### src/rtl/spi_rx_if.sv
// spi_rx_if: SPI pins, CPU pop/clr_err strobes and the status/data word of the SPI receiver.
// The master modport is the environment (SPI master plus CPU); the slave modport is the receiver.
interface spi_rx_if;
    logic        spi_cs_;
    logic        spi_sck;
    logic        spi_sdi;
    logic        spi_dc;
    logic        pop;
    logic        clr_err;
    logic [31:0] rdata;
    logic        irq;

    modport master (
        output spi_cs_, spi_sck, spi_sdi, spi_dc, pop, clr_err,
        input  rdata, irq
    );

    modport slave (
        input  spi_cs_, spi_sck, spi_sdi, spi_dc, pop, clr_err,
        output rdata, irq
    );
endinterface

### src/rtl/spi_rx.sv
// spi_rx: SPI mode-3 slave receiver, 8-bit frames tagged with D/C, into an 8-entry FIFO read as one status/data word.
// Latency: pin SCK rise of bit 0 to count update is SYNC_STAGES+1 clk edges; pop takes effect on its own edge.
// Backpressure: none toward SPI; a full FIFO drops the byte and sets sticky ovf. irq exists only with SPI_RX_IRQ_EN.
module spi_rx #(
    parameter int DEPTH       = 8,
    parameter int SYNC_STAGES = 2
) (
    input  logic    clk,
    input  logic    reset,
    spi_rx_if.slave bus
);
    typedef enum logic {IDLE, SHIFT} state_t;

    // Pin vector order {dc, sdi, sck, cs_}; reset to the bus idle levels.
    localparam logic [3:0] PIN_IDLE = 4'b0011;

    logic [SYNC_STAGES-1:0][3:0] sync_q, sync_d;
    logic [1:0]                  hist_q, hist_d;
    logic [SYNC_STAGES-1:0]      settle_q, settle_d;
    logic                        armed_q, armed_d;
    state_t                      state_q, state_d;
    logic [2:0]                  bitcnt_q, bitcnt_d;
    logic [7:0]                  shreg_q, shreg_d;
    logic [8:0]                  mem_q [DEPTH];
    logic [8:0]                  mem_d [DEPTH];
    logic [2:0]                  wr_ptr_q, wr_ptr_d, rd_ptr_q, rd_ptr_d;
    logic [3:0]                  count_q, count_d;
    logic                        ovf_q, ovf_d, ferr_q, ferr_d;

    logic       s_cs, s_sck, s_sdi, s_dc;
    logic       cs_fall, cs_rise, sck_rise;
    logic       push, ferr_set, do_push, do_pop, full, valid;
    logic [7:0] shifted;
    logic [8:0] push_dat, head;

    assign {s_dc, s_sdi, s_sck, s_cs} = sync_q[SYNC_STAGES-1];
    // A frame may only start once a genuine high CS_ has been seen after reset.
    assign cs_fall  = armed_q & hist_q[0] & ~s_cs;
    assign cs_rise  = ~hist_q[0] & s_cs;
    assign sck_rise = ~hist_q[1] & s_sck;
    assign shifted  = {shreg_q[6:0], s_sdi};
    assign push_dat = {s_dc, shifted};

    always_comb begin
        sync_d[0] = {bus.spi_dc, bus.spi_sdi, bus.spi_sck, bus.spi_cs_};
        for (int i = 1; i < SYNC_STAGES; i++) sync_d[i] = sync_q[i-1];
        hist_d      = sync_q[SYNC_STAGES-1][1:0];
        settle_d    = settle_q << 1;
        settle_d[0] = 1'b1;
        armed_d     = armed_q | (settle_q[SYNC_STAGES-1] & s_cs);
    end

    always_comb begin
        state_d  = state_q;
        bitcnt_d = bitcnt_q;
        shreg_d  = shreg_q;
        push     = 1'b0;
        ferr_set = 1'b0;
        case (state_q)
            IDLE: begin
                if (cs_fall) begin
                    state_d  = SHIFT;
                    bitcnt_d = '0;
                    shreg_d  = '0;
                end
            end
            SHIFT: begin
                if (cs_rise) begin
                    state_d  = IDLE;
                    ferr_set = (bitcnt_q != 3'd0);
                    bitcnt_d = '0;
                end else if (sck_rise) begin
                    shreg_d = shifted;
                    if (bitcnt_q == 3'd7) begin
                        push     = 1'b1;
                        bitcnt_d = '0;
                    end else begin
                        bitcnt_d = bitcnt_q + 3'd1;
                    end
                end
            end
            default: state_d = IDLE;
        endcase
    end

    always_comb begin
        full     = (count_q == 4'(DEPTH));
        do_pop   = bus.pop & (count_q != 4'd0);
        // A simultaneous pop frees the slot, so a push into a full FIFO still lands.
        do_push  = push & (~full | do_pop);
        mem_d    = mem_q;
        if (do_push) mem_d[wr_ptr_q] = push_dat;
        wr_ptr_d = wr_ptr_q + {2'b0, do_push};
        rd_ptr_d = rd_ptr_q + {2'b0, do_pop};
        count_d  = count_q + {3'b0, do_push} - {3'b0, do_pop};
        ovf_d    = (ovf_q & ~bus.clr_err) | (push & ~do_push);
        ferr_d   = (ferr_q & ~bus.clr_err) | ferr_set;
    end

    always_ff @(posedge clk) begin
        if (reset) begin
            sync_q   <= {SYNC_STAGES{PIN_IDLE}};
            hist_q   <= PIN_IDLE[1:0];
            settle_q <= '0;
            armed_q  <= 1'b0;
            state_q  <= IDLE;
            bitcnt_q <= '0;
            shreg_q  <= '0;
            for (int i = 0; i < DEPTH; i++) mem_q[i] <= '0;
            wr_ptr_q <= '0;
            rd_ptr_q <= '0;
            count_q  <= '0;
            ovf_q    <= 1'b0;
            ferr_q   <= 1'b0;
        end else begin
            sync_q   <= sync_d;
            hist_q   <= hist_d;
            settle_q <= settle_d;
            armed_q  <= armed_d;
            state_q  <= state_d;
            bitcnt_q <= bitcnt_d;
            shreg_q  <= shreg_d;
            mem_q    <= mem_d;
            wr_ptr_q <= wr_ptr_d;
            rd_ptr_q <= rd_ptr_d;
            count_q  <= count_d;
            ovf_q    <= ovf_d;
            ferr_q   <= ferr_d;
        end
    end

    assign valid     = (count_q != 4'd0);
    assign head      = valid ? mem_q[rd_ptr_q] : 9'd0;
    assign bus.rdata = {16'h0, valid, ovf_q, ferr_q, count_q, head};

`ifdef SPI_RX_IRQ_EN
    logic irq_q, irq_d;
    assign irq_d = valid;
    always_ff @(posedge clk) begin
        if (reset) irq_q <= 1'b0;
        else       irq_q <= irq_d;
    end
    assign bus.irq = irq_q;
`else
    assign bus.irq = 1'b0;
`endif
endmodule

### src/flat_wrapper.sv
// flat-port wrapper written by rule: the top's interface ports become plain ports
module spi_rx_flat 
#(
    parameter int DEPTH       = 8,
    parameter int SYNC_STAGES = 2
)
  (clk, reset, bus_spi_cs_, bus_spi_sck, bus_spi_sdi, bus_spi_dc, bus_pop, bus_clr_err, bus_rdata, bus_irq);
  spi_rx_if bus_i ();
  input  logic clk;
  input  logic reset;
  input wire logic [$bits(bus_i.spi_cs_)-1:0] bus_spi_cs_;
  input wire logic [$bits(bus_i.spi_sck)-1:0] bus_spi_sck;
  input wire logic [$bits(bus_i.spi_sdi)-1:0] bus_spi_sdi;
  input wire logic [$bits(bus_i.spi_dc)-1:0] bus_spi_dc;
  input wire logic [$bits(bus_i.pop)-1:0] bus_pop;
  input wire logic [$bits(bus_i.clr_err)-1:0] bus_clr_err;
  output wire logic [$bits(bus_i.rdata)-1:0] bus_rdata;
  output wire logic [$bits(bus_i.irq)-1:0] bus_irq;
  assign bus_i.spi_cs_ = bus_spi_cs_;
  assign bus_i.spi_sck = bus_spi_sck;
  assign bus_i.spi_sdi = bus_spi_sdi;
  assign bus_i.spi_dc = bus_spi_dc;
  assign bus_i.pop = bus_pop;
  assign bus_i.clr_err = bus_clr_err;
  assign bus_rdata = bus_i.rdata;
  assign bus_irq = bus_i.irq;
  spi_rx #(.DEPTH(DEPTH), .SYNC_STAGES(SYNC_STAGES)) u_core (.clk(clk), .reset(reset), .bus(bus_i));
endmodule
### config.mk
export PLATFORM = sky130hd
export DESIGN_NAME = spi_rx_flat
export DESIGN_NICKNAME = d
export VERILOG_FILES = /design/src/rtl/spi_rx_if.sv /design/src/rtl/spi_rx.sv /design/src/flat_wrapper.sv
export SDC_FILE = /design/constraint.sdc
export NUM_CORES = 1
export LEC_CHECK = 0
export ABC_AREA = 1
export ABC_CLOCK_PERIOD_IN_PS = 2500
export BUFFER_PORTS_ARGS = -buffer_cell sky130_fd_sc_hd__clkbuf_2
export CAP_MARGIN = 10
export CORE_MARGIN = 10
export CORE_UTILIZATION = 45
export DETAILED_ROUTE_END_ITERATION = 6
export GPL_TIMING_DRIVEN = 0
export MAX_ROUTING_LAYER = met4
export PLACE_DENSITY = 0.63
export SLEW_MARGIN = 20
export SYNTH_ARGS = -nofsm -noshare
export SYNTH_HDL_FRONTEND = slang
export SYNTH_SLANG_ARGS = --single-unit
### constraint.sdc
create_clock -name clk -period 2.5 [get_ports clk]
set_input_delay 0.125 -clock clk [delete_from_list [all_inputs] [get_ports clk]]
set_output_delay 0.125 -clock clk [all_outputs]
set_load 0.01 [all_outputs]
==> impl_metrics.toml <==
[route]
drcViolationCount = 0
num_vias = 5207
wirelength_um = 15220
avgViaCountPerCell = 4.747
drtIter0Drc = 451
wl_per_cell_um = 13.87
firstDrtPassIters = 5
ant_nets = 0

[hold_path]
hold_depth = 4
min_from = "bus_clr_err"
min_to = "u_core.ferr_q"
holdCritPathClass = "in2reg"

[timing]
slew_viol_final = 0
setup-tns-final_ns = 0
rsz0062_at_grt = "false"
finalClockSkew_ns = 0.006578
fin_ws_ns = 0.2163
fin_crit_sh = 0.9135
fmax_mhz = 437.9
setup_viol = 0
worst_slew_pin_slew_ns = 0.6269
period_needed_ns = 2.284
hold_viol = 0
max_slew_margin = 0.5820

[power_and_ir_drop]
p_sw_frac = 0.3490
p_int_uw = 3173
seqPwrFrac = 0.374
clockPowerShare = 0.314
leakage_uw = 0.003075
peakVddDrop_uv = 582.7
switchingPower_uw = 1701
combPwrFrac = 0.312
p_per_area_nw_per_um2 = 728.3
power.total_uw = 4874

[synthesis]
syn_avg_cell_area_um2 = 6.835
synthCells = 867
ys_warn_count = 0
synth.distinct_cells = 34
synth_seq_cells = 108
synth-seq-area-share = 0.3649
synth_ff_type = "dfxtp_1"
synthArstFlopShare = 0
synth_area_um2 = 5926
synth_edf_count = 0

[critical_path]
crit_fanout = 10
rrSetupSlack_ns = 0.24
criticalPathCategory = "reg2out"
reg2reg_depth = 10
cp.arrival_ns = 2.16
startpoint_type = "flip-flop"
required_ns = 2.38
regToRegStartpoint = "u_core.bitcnt_q[0]"
cp-end-kind = "output port"
r2r_end = "u_core.count_q[2]"

[placed_design]
place.detailed.hpwl_um = 10830
numPlacedInstances = 1078
gp_congestion = 0.8474
io_buffers = 23
dp_slack_ns = -0.01610

[global_route]
grt_remaining_overflow = 0
grt_max_degree = 20
antenna_found_initial = 0
grt_pass1_vias = 4730
grt_first_pass_wirelength_um = 24580
grt_util_all_layers = 0.1755

[clock_tree]
cts-root-buf = "clkbuf_16"
tritoncts = "done"
cts_max_level = 3
clockBufferDepth = 2
clk_pin_slew_ns = 0.07
clock_latency_ns = 0.35
cts_buffers = 9
clock_sinks = 108

[cells_and_area]
most-common-layout-cells = "inv_1, nand2_1, dfxtp_1, nor2_1, nand4_1"
fill_cells = 1309
antennaDiodeCount = 0
drive_above_1_share = 0.1200
multi_input_area_um2 = 2738
nets = 943
syn2layout_area_growth_pct = 12.92
layout_commonest_cell = "inv_1"
layoutNonFillerInstCount = 1097
seq_area_um2 = 2162

[die]
boundaryPins = 41
rows = 41
dieArea_um2 = 18160
die_x_um = 134.8
die_height_um = 134.8
start_util = 0.4639
core-area_um2 = 12770

[status]
run_status = "completed"

[job]
max_cap_viol_count = 0
[how the worst max path moves through the flow]
stage,from,cells after the start,endpoint
after floorplan,u_core.count_q[2],10,u_core.count_q[1]
after global placement,u_core.bitcnt_q[0],11,u_core.count_q[2]
after detailed placement,u_core.count_q[2],10,u_core.count_q[1]
after CTS,u_core.rd_ptr_q[0],7,bus_rdata[3]
after global routing,u_core.bitcnt_q[0],10,u_core.count_q[2]
final,u_core.rd_ptr_q[0],7,bus_rdata[7]
[critical path, cell delays in order (launching register included)]
cell	delay, ns
dfxtp_1	0.33
buf_4	0.20
clkinvlp_4	0.21
clkbuf_2	0.25
o21ai_0	0.41
nand3_1	0.11
and3_1	0.17
clkbuf_2	0.13
[power groups by stage]
stage,clock network [µW],registers [µW],logic (µW)
after CTS,1570,1820,1490
after global routing,1630,1830,1730
final,1530,1820,1520
after detailed placement,0,1860,1480
after floorplan,0,1860,1000
after global placement,0,1860,1460
[Yosys cell counts, types with 2 or more instances]
cell type	count	area, µm²
inv_1	183	686.9
nand2_1	175	656.9
or2_2	4	25.02
nor2_1	93	349.1
buf_4	21	157.7
buf_2	16	80.08
nand3_2	2	20.02
nor3b_1	2	15.01
and3_1	9	56.30
dfxtp_1	108	2162
buf_1	3	11.26
a21oi_1	39	195.2
inv_2	3	11.26
nand3_4	7	122.6
nand3_1	24	120.1
buf_6	4	45.04
o21ai_0	34	170.2
nand4_1	75	469.2
ha_1	13	162.7
clkbuf_1	19	71.32
xnor2_1	2	17.52
clkinv_1	3	11.26
nor3_4	8	130.1
o211ai_1	10	75.07
[cells by family after synthesis]
| group | after synthesis | share of synthesized area |
|---|---|---|
| compound gates | 84 | 0.07538 |
| buf+inv | 254 | 0.1850 |
| xor+xnor | 3 | 0.004435 |
| flops | 108 | 0.3649 |
| fa+ha+maj | 14 | 0.03083 |
| other cells | 1 | 0.0006328 |
| simple gates | 403 | 0.3389 |
[layout make-up]
cell class                      count  area share
Buffer                             63     0.05666
Clock buffer                        9     0.03366
Clock inverter                      6     0.01346
Inverter                          190      0.1075
Multi-Input combinational cell    521      0.4091
Sequential cell                   108      0.3231
Tap cell                          172     0.03216
Timing Repair Buffer               28     0.02431
[timing repair]
item | 4_1_cts | 5_1_grt
hold endpoints to repair | 4 | 0
gates cloned | 0 | 0
hold buffers | 4 | 0
setup endpoints to repair | 4 | 9
gates resized for setup | 2 | 8
pin swaps | 0 | 2
setup buffers | 0 | 1
[metal layers]
layer  part of all wire  GRT usage
met4              0.017    0.05320
met3              0.065    0.04748
met1               0.48     0.2291
met2               0.43     0.2593
met5                  0          -
[stage by stage]
stage | instance area, µm² | util | hold slack, ns
finish | 6691 | 0.5239 | 0.03062
global route | 6691 | 0.5239 | 0.05287
CTS | 6671 | 0.5223 | 0.02612
detailed placement | 6316 | 0.4945 | 0.3114
global placement | 6316 | 0.4945 | 0.3102
floorplan | 5986 | - | 0.2288
[flip-flops by register name, indices dropped and copies added (netlist names)]
register	flops
u_core.bitcnt_q	3
u_core.ovf_q	1
u_core.settle_q	2
u_core.wr_ptr_q	3
u_core.push_dat	2
u_core.mem_q	72
u_core.hist_d	2
u_core.count_q	4
u_core.armed_q	1
u_core.hist_q	2
u_core.sync_d	4
u_core.state_q	1
u_core.ferr_q	1
u_core.shreg_q	7
u_core.rd_ptr_q	3
Power figures use the tool's default switching activity.
